## src/rtl/bpu_pkg.sv

```systemverilog
// Shared branch-predictor types: branch kinds and the BTB update record
// carried from the resolve stage to the BTB write port.
package bpu_pkg;

  localparam int PC_W = 30;

  typedef enum logic [1:0] {
    BR_CONDITIONAL = 2'd0,
    BR_PC_RELATIVE = 2'd1,
    BR_INDIRECT    = 2'd2,
    BR_RETURN      = 2'd3
  } br_type_t;

  typedef struct packed {
    logic [PC_W-1:0] pc;
    logic [PC_W-1:0] bta;
    br_type_t        btype;
  } upd_entry_t;

  // Word-aligned fall-through address; wraps at the top of the 30-bit space.
  function automatic logic [PC_W-1:0] pc_seq_next(input logic [PC_W-1:0] pc);
    return pc + PC_W'(1);
  endfunction

endpackage

```

## src/rtl/btb_upd_fifo.sv

```systemverilog
// Synchronous FIFO of BTB update records with an extra port that rewrites
// the most recently pushed entry in place (used to coalesce repeat updates).
module btb_upd_fifo
  import bpu_pkg::*;
#(
  parameter int FIFO_DEPTH = 4
) (
  input  logic                 clk,
  input  logic                 rst_n,
  input  logic                 push_i,
  input  upd_entry_t           push_data_i,
  input  logic                 ovr_i,
  input  upd_entry_t           ovr_data_i,
  input  logic                 pop_i,
  output upd_entry_t           head_o,
  output logic [PC_W-1:0]      tail_pc_o,
  output logic                 tail_vld_o,
  output logic                 empty_o,
  output logic                 full_o,
  output logic                 one_o
);

  localparam int AW = (FIFO_DEPTH > 1) ? $clog2(FIFO_DEPTH) : 1;
  localparam int CW = AW + 1;

  upd_entry_t      mem_q [FIFO_DEPTH];
  logic [AW-1:0]   wptr_q, wptr_d;
  logic [AW-1:0]   rptr_q, rptr_d;
  logic [CW-1:0]   cnt_q, cnt_d;
  logic            tail_vld_q;
  logic [AW-1:0]   tail_idx;
  logic            push_ok, pop_ok;

  assign empty_o    = (cnt_q == '0);
  assign full_o     = (cnt_q == CW'(FIFO_DEPTH));
  assign one_o      = (cnt_q == CW'(1));
  assign push_ok    = push_i && !full_o;
  assign pop_ok     = pop_i && !empty_o;
  assign tail_idx   = wptr_q - AW'(1);
  assign head_o     = mem_q[rptr_q];
  assign tail_pc_o  = mem_q[tail_idx].pc;
  assign tail_vld_o = tail_vld_q;

  always_comb begin
    wptr_d = wptr_q;
    rptr_d = rptr_q;
    cnt_d  = cnt_q + CW'(push_ok) - CW'(pop_ok);
    if (push_ok) wptr_d = wptr_q + AW'(1);
    if (pop_ok)  rptr_d = rptr_q + AW'(1);
  end

  always_ff @(posedge clk) begin
    if (!rst_n) begin
      wptr_q     <= '0;
      rptr_q     <= '0;
      cnt_q      <= '0;
      tail_vld_q <= 1'b0;
    end else begin
      wptr_q     <= wptr_d;
      rptr_q     <= rptr_d;
      cnt_q      <= cnt_d;
      // The newest entry stays resident for as long as anything is queued.
      tail_vld_q <= (cnt_d != '0);
    end
  end

  // Storage carries no reset; occupancy alone decides what is valid.
  always_ff @(posedge clk) begin
    if (push_ok) begin
      mem_q[wptr_q] <= push_data_i;
    end else if (ovr_i) begin
      mem_q[tail_idx] <= ovr_data_i;
    end
  end

endmodule

```

## src/rtl/btb_update_ctrl.sv

```systemverilog
// Resolve-stage BTB update controller: mispredict redirect plus a queued,
// coalescing write stream into the BTB. Optional macro BTB_UPDATE_FILTER_EN.
module btb_update_ctrl
  import bpu_pkg::*;
#(
  parameter int FIFO_DEPTH = 4
) (
  input  logic            clk,
  input  logic            rst_n,
  input  logic            res_valid_i,
  output logic            res_ready_o,
  input  logic [29:0]     res_pc_i,
  input  logic [29:0]     res_target_i,
  input  logic [1:0]      res_type_i,
  input  logic            res_taken_i,
  input  logic            res_pred_hit_i,
  input  logic            res_pred_taken_i,
  input  logic [29:0]     res_pred_target_i,
`ifdef BTB_UPDATE_FILTER_EN
  input  logic [1:0]      res_pred_type_i,
`endif
  output logic            redirect_o,
  output logic [29:0]     redirect_pc_o,
  input  logic            upd_stall_i,
  output logic            update_o,
  output logic [29:0]     upd_pc_o,
  output logic [29:0]     upd_bta_o,
  output logic [1:0]      upd_type_o
);

  logic        accept;
  logic [29:0] actual_next, pred_next;
  logic        mispredict, eligible, coalesce, push, pop;
  logic        redirect_q, redirect_d;
  logic [29:0] redirect_pc_q, redirect_pc_d;
  upd_entry_t  new_entry, head;
  logic [29:0] tail_pc;
  logic        tail_vld, empty, full, one;

  assign accept      = res_valid_i && res_ready_o;
  assign actual_next = res_taken_i      ? res_target_i      : pc_seq_next(res_pc_i);
  assign pred_next   = res_pred_taken_i ? res_pred_target_i : pc_seq_next(res_pc_i);
  assign mispredict  = (actual_next != pred_next);

`ifdef BTB_UPDATE_FILTER_EN
  // Skip writes that would rewrite a BTB entry with identical contents.
  assign eligible = res_taken_i &&
                    (!res_pred_hit_i || (res_pred_target_i != res_target_i) ||
                     (res_pred_type_i != res_type_i));
`else
  logic unused_pred_hit;
  assign unused_pred_hit = res_pred_hit_i;
  assign eligible        = res_taken_i;
`endif

  assign new_entry = '{pc: res_pc_i, bta: res_target_i, btype: br_type_t'(res_type_i)};

  // An entry about to leave through the write port cannot absorb a new record.
  assign coalesce = accept && eligible && tail_vld && (tail_pc == res_pc_i) && !(pop && one);
  assign push     = accept && eligible && !coalesce;
  assign pop      = !empty && !upd_stall_i;

  assign res_ready_o = !full;
  assign update_o    = pop;
  assign upd_pc_o    = empty ? '0 : head.pc;
  assign upd_bta_o   = empty ? '0 : head.bta;
  assign upd_type_o  = empty ? '0 : head.btype;

  btb_upd_fifo #(
    .FIFO_DEPTH (FIFO_DEPTH)
  ) u_fifo (
    .clk         (clk),
    .rst_n       (rst_n),
    .push_i      (push),
    .push_data_i (new_entry),
    .ovr_i       (coalesce),
    .ovr_data_i  (new_entry),
    .pop_i       (pop),
    .head_o      (head),
    .tail_pc_o   (tail_pc),
    .tail_vld_o  (tail_vld),
    .empty_o     (empty),
    .full_o      (full),
    .one_o       (one)
  );

  always_comb begin
    redirect_d    = accept && mispredict;
    redirect_pc_d = redirect_pc_q;
    if (accept && mispredict) redirect_pc_d = actual_next;
  end

  always_ff @(posedge clk) begin
    if (!rst_n) begin
      redirect_q    <= 1'b0;
      redirect_pc_q <= '0;
    end else begin
      redirect_q    <= redirect_d;
      redirect_pc_q <= redirect_pc_d;
    end
  end

  assign redirect_o    = redirect_q;
  assign redirect_pc_o = redirect_pc_q;

endmodule
```

## config.mk

```make
export PLATFORM = sky130hd
export DESIGN_NAME = btb_update_ctrl
export DESIGN_NICKNAME = d
export VERILOG_FILES = /design/src/rtl/bpu_pkg.sv /design/src/rtl/btb_upd_fifo.sv /design/src/rtl/btb_update_ctrl.sv
export SDC_FILE = /design/constraint.sdc
export NUM_CORES = 1
export LEC_CHECK = 0
export BUFFER_PORTS_ARGS = -buffer_cell sky130_fd_sc_hd__buf_2
export CORE_ASPECT_RATIO = 0.9
export CORE_MARGIN = 5
export CORE_UTILIZATION = 53
export DETAILED_ROUTE_END_ITERATION = 12
export PLACE_DENSITY = 0.81
export SYNTH_ARGS = -nofsm -noshare
export SYNTH_HDL_FRONTEND = slang
export SYNTH_SLANG_ARGS = --single-unit
```

## constraint.sdc

```tcl
create_clock -name clk -period 6.8 [get_ports clk]
set_clock_uncertainty 0.15 [all_clocks]
set_input_delay 1.36 -clock clk [delete_from_list [all_inputs] [get_ports clk]]
set_output_delay 1.36 -clock clk [all_outputs]
set_load 0.02 [all_outputs]
```

After elaboration in Yosys (flattened, before gate mapping). Memory sizes are Yosys's and may differ from the RTL's. A register that Yosys moved wholly into a read port is not among the register bits. Cells that the tools add are included.

Eq/ne operators: 4. Reductions and logical operators: 19. Add/sub/neg operators: 6. Multiplexer cells: 15.

Operators by type and width (count): 2-to-1 mux 30 bit (4); 2-to-1 mux 62 bit (1); OR reduction 62 bit (1); adder 30 x 1 -> 30 bit (second input constant) (1); == test 30 bit (1); != test 30 bit (1); logical AND 1 bit (11); 2-to-1 mux 2 bit (4); 2-to-1 mux 1 bit (6); logical NOT 1 bit (5); adder 2 x 1 -> 2 bit (second input constant) (2); adder 3 x 1 -> 3 bit (1); == test 3 x 1 -> 1 bit (second input constant) (1); == test 3 bit (second input constant) (1); logical NOT 3 bit (1); nonzero test 3 bit (1); subtractor 3 x 1 -> 3 bit (1); subtractor 2 x 1 -> 2 bit (second input constant) (1).

Output and inout bits: 95. Input port bits: 99. Memories: 1. RAM bits: 248. Word-level logic and storage cells: 51. Register bits: 39.

Memories: u_fifo.mem_q (depth 4, width 62, rd ports 2, clocked after memory_dff 1, write ports 1, line btb_upd_fifo.sv:26) `upd_entry_t mem_q [FIFO_DEPTH];`.

Longest topological paths before layout.
Depth after elaboration: 14. Mapped depth: 15. Gate-level depth less buffers: 13.

By module. From an unflattened synthesis, not the netlist that was laid out.

Cell total of the unflattened synthesis: 1131. Area total of the unflattened synthesis: 15900.2 um2.

By module, submodules not included: btb_upd_fifo (seq. area each 7647.3 um2, area an instance 11099.4 um2, cells each 482, times used 1); btb_update_ctrl (seq. area each 620.6 um2, area an instance 4800.9 um2, cells each 649, times used 1).

Worst setup path after synthesis. OpenSTA, ideal clock, no wires.

Kind: input to register. Start: input res_taken_i. End: memory u_fifo.mem_q[0][0] (netlist name) (enable). Data required time: 6.168 ns. Buffers on the path: 3. Setup slack: 0.219 ns. Stages on the path: 9. Arrival time: 5.949 ns. Setup time: 0.482 ns. Path through: clkbuf_1 -> clkbuf_1 -> buf_1 -> nand3_1 -> nor4_1 -> nand4_1 -> and2_1 -> or3_1 -> nor2_1.

Longest elaborated chain between the ends: 11. Elaborated cells between the ends (all ways): 15. Classes of those cells: mux (7); reduce/logical (8).

Ends and longest elaborated chain: from (decl) (line btb_update_ctrl.sv:15) `input logic res_taken_i,`; logical AND 1 bit (*) (line btb_update_ctrl.sv:59, btb_update_ctrl.sv:60); logical AND 1 bit (3 in series) (line btb_update_ctrl.sv:59) `assign coalesce = accept && eligible && tail_vld && (tail_pc == res_pc_i) && !(pop && one);`; logical NOT 1 bit (line btb_update_ctrl.sv:60) `assign push = accept && eligible && !coalesce;`; logical AND 1 bit (line btb_update_ctrl.sv:60); logical AND 1 bit (line btb_upd_fifo.sv:37) `assign push_ok = push_i && !full_o;`; 2-to-1 mux 1 bit (line btb_upd_fifo.sv:69) `if (push_ok) begin`; 2-to-1 mux 1 bit (implied by the code) (line btb_upd_fifo.sv:72) `mem_q[tail_idx] <= ovr_data_i;`; OR reduction 62 bit (no line); 2-to-1 mux 2 bit (no line) or 2-to-1 mux 1 bit (tied branches); to (decl) (line btb_upd_fifo.sv:26).

Mark *: on every way between the ends. The rest lies on a longest branch, timed or not.

Final worst setup path.
Start: register u_fifo.wptr_q[0]. End: memory u_fifo.mem_q[2][58] (netlist name) (enable).

Longest elaborated chain between the ends: 12. Elaborated cells between the ends (all ways): 16. Classes of those cells: add/sub (1); eq/ne (1); mux (7); reduce/logical (6); memory (1).

Ends and longest elaborated chain: from (decl) (line btb_upd_fifo.sv:27) `logic [AW-1:0] wptr_q, wptr_d;`; from (signal assigned) (line btb_upd_fifo.sv:59) `wptr_q <= wptr_d;`; subtractor 2 x 1 -> 2 bit (line btb_upd_fifo.sv:39) `assign tail_idx = wptr_q - AW'(1);`; memory (4 x 62 bit); == test 30 bit (line btb_update_ctrl.sv:59); logical AND 1 bit (2 in series) (line btb_update_ctrl.sv:59); logical NOT 1 bit (line btb_update_ctrl.sv:60); logical AND 1 bit (line btb_update_ctrl.sv:60); logical AND 1 bit (line btb_upd_fifo.sv:37); 2-to-1 mux 1 bit (line btb_upd_fifo.sv:69); 2-to-1 mux 1 bit (implied by the code) (line btb_upd_fifo.sv:72); OR reduction 62 bit (no line); 2-to-1 mux 2 bit (no line) or 2-to-1 mux 1 bit (tied branches).

Parallel ways exist; a longest one is shown, timed or not.

==> run summary <==
Status -> complete, no violations
Fin Setup TNS -> 0 ps
Skew-Pair Late Insertion Delay -> 570 ps
Number of global-route vias before repair -> 10,050
Mux cell area share after synthesis -> 16.13%
First-pass GRT wire length -> 60.87 mm
Initial antenna violation count -> 4
Setup ws final -> 1633 ps
Compound-Gate Fraction of Synth Area -> 4.478%
DR iter-0 viols -> 821
CTS H-Tree Depth -> 1
Gr usage total -> 24.98%
Core area -> 0.02794 mm²
Fmax -> 193.5 MHz
Clock Tree Root -> clkbuf_16
Die area -> 0.03172 mm²
CTS tree -> yes
Measured slew at the worst slew-check pin -> 966.3 ps
Reg-to-reg slack, setup -> 1630 ps
Layout Cells excl Fill -> 1,628
GR Util met3 -> 5.101%
Largest stage delay, worst path -> 920 ps
GRT busiest layer -> met2
Routed wire length -> 40.40 mm
Post-Synth Adder-Cell Area -> 0.3843%
Max-Cap Viols -> 0
Post-synth top area cell -> edfxtp_1
Synth area leaders -> edfxtp_1 50%, mux4_2 14%, xnor2_1 5.8%
Mapped cell area -> 0.01498 mm²
Ys flop type -> edfxtp_1
Critical path's top delay family -> simple AND/OR/NAND/NOR gates
Crit. End Element -> flop
Starting Density -> 53.61%
Crit path time final -> 5167 ps
Seq/Total Area, Yosys -> 55.20%
Hold Path Class -> flop to flop
Worst endpoint required time -> 6880 ps
Maximum vdd drop -> 0.2346 mV
Buf+Inv Stages, Crit Path -> 2
Dpl ws -> 1370 ps
Dpl hpwl -> 29.00 mm
Hold buffers post-CTS -> 0
Synth Register Bits -> 289
Post-Syn Instances -> 1,075
Syn Nets -> 1,178
Multi-input gate area -> 0.006361 mm²
Die width -> 187.2 µm
Cell area power density -> 313.7 mW/mm²
Netlist cell types -> 73
Final hold viol count -> 0
Total CTS buffers -> 29
RSZ-0062 raised after global routing -> no
Largest fanout on the critical path -> 27
Total global routing overflow -> 0
Post-CTS Setup Inserts -> 0
Main combinational cell family by area after synthesis -> multiplexers
Syn Area/Cell -> 13.93 µm²
Post-Synth XOR/XNOR Area -> 9.240%
Simple-Gate Fraction of Synth Area -> 12.01%
Fill cells -> 2,116
Post-CTS sizing -> 0
Slowest-stage cell, CP -> dfxtp_2
Crit Path Category -> flop to flop
IO Count -> 194
Layout cell share with drive strength beyond 1 -> 29.67%
CTS sink count -> 289
DRT antenna net count -> 0
Routed WL per cell -> 24.82 µm
Commonest non-fill, non-tap cells in the layout -> 248 x edfxtp_1, 192 x buf_2, 99 x xnor2_1
Routed vias/inst -> 6.215
Asr flop ratio synth -> 0%
Synth top area share -> 49.72%
Fin crit share -> 75.99%
Worst hold slack -> 317.1 ps
Startpoint Class -> flop
Register area -> 0.008277 mm²
GR Util met2 -> 40.14%
Fin nets -> 1,344
CP Data Arrival Time -> 5250 ps
Rows -> 58
Most common cell after layout, fill and taps aside -> edfxtp_1
Via count -> 10,120
Die H -> 169.5 µm
Syn-to-layout area delta -> 14.84%
Crit-path cells -> buf_4 -> mux4_2 -> xnor2_1 -> nand4_1 -> nor4_1 -> nand4_1 -> and2_1 -> or3_1 -> nor2_4 -> buf_4
Residual DRC -> 0
Pleak -> 5.879 nW
1st-pass router iterations -> 5
EDFF count, synth -> 248
Worst-path clk slew -> 60 ps
PortBufs -> 192
Slew Limit Fails -> 0
Largest net degree at the start of global routing -> 60
Clock Path Buffers -> 3
Placed cell count -> 1,570
Setup violators final -> 0
Global placer's final weighted congestion -> 0.9552
Global routing usage on met1 -> 35.70%
Worst slew margin -> 35.43%
Ys Warns -> 0
==> area by class of cell <==
type,instances,share of cell area (%)
flip-flops and latches,289,48.12
multi-input cells,699,36.99
repair buffers,210,6.664
clock buffers,38,4.532
well taps,360,2.619
clock inverters,16,0.7566
inverters,12,0.2619
diodes,4,0.05820
==> registers in the layout, indices dropped and copies added (netlist names), named ones only <==
| register | cells |
|---|---|
| u_fifo.tail_vld_o | 1 |
| u_fifo.cnt_q | 3 |
| redirect_o | 1 |
| u_fifo.rptr_q | 2 |
| redirect_pc_o | 30 |
| u_fifo.wptr_q | 2 |
| u_fifo.mem_q | 248 |
==> path summary, 6_finish.rpt <==
path	from	to	cells past startpoint
worst max-delay path	u_fifo.wptr_q[0]	u_fifo.mem_q[2][58]	10
worst min register to register	redirect_pc_o[6]	redirect_pc_o[6]	2
worst min-delay path	redirect_pc_o[6]	redirect_pc_o[6]	2
worst max register to register	u_fifo.wptr_q[0]	u_fifo.mem_q[2][58]	10
==> Yosys cell counts (4+ instances only) <==
master and n:
o221ai_1 4, dfxtp_1 41, buf_2 12, mux4_2 92, inv_1 10, xnor3_1 4, nor2b_1 70, nor3b_1 5
o311ai_0 4, xnor2_1 99, or4_1 6, a31oi_1 8, nand2b_1 8, nand2_1 96, o21ai_0 23, xor2_1 36
edfxtp_1 248, o211ai_1 19, buf_1 8, xor3_1 4, nand4_1 19, and3_1 5, and2_1 7, nor4_1 13
or3_1 4, nor2_1 35, and4_1 7, mux2i_1 31, nand3b_1 4, nor3_1 15, clkbuf_1 49, nand3_1 22
a21oi_1 8
==> report_power, final <==
group          internal [mW]  leakage [nW]  switching, mW
clock network          0.851         0.429          0.672
registers               2.04          2.59          0.124
logic                  0.703          2.86           1.00
==> through the flow <==
| stage | utilization [%] | area [µm²] | total power, mW |
|---|---|---|---|
| finish | 61.56 | 17200 | 5.396 |
| global route | 61.54 | 17190 | 5.636 |
| detailed placement | 58.27 | 16280 | 3.917 |
| floorplan | - | 14980 | 3.333 |
| global placement | 58.27 | 16280 | 3.878 |
| CTS | 61.52 | 17190 | 5.429 |
==> cell families (layout without fill, tap and decap cells) <==
| logic type | count (synthesis) | count (layout) |
|---|---|---|
| adders and majority gates | 4 | 4 |
| and+or+nand+nor | 331 | 331 |
| xor gates and xnor gates | 144 | 144 |
| AOI/OAI and AO/OA | 94 | 94 |
| other | 0 | 4 |
| DFF | 289 | 289 |
| buffers and inverters | 87 | 276 |
| muxes | 126 | 126 |
==> layer usage <==
layer | share of wire (%) | vias to the layer above
met5 | 0.035 | -
met4 | 2.2 | 2
met3 | 8.8 | 58
met2 | 47 | 474
met1 | 42 | 5132
li1 | - | 4452
==> worst register-to-register path, cell delays in order (launching register included) <==
cell and delay [ps]:
dfxtp_2 920, buf_4 380, mux4_2 540, xnor2_1 230, nand4_1 140, nor4_1 420, nand4_1 240, and2_1 250
or3_1 450, nor2_4 740, buf_4 390
(Power assumes the default switching activity.)
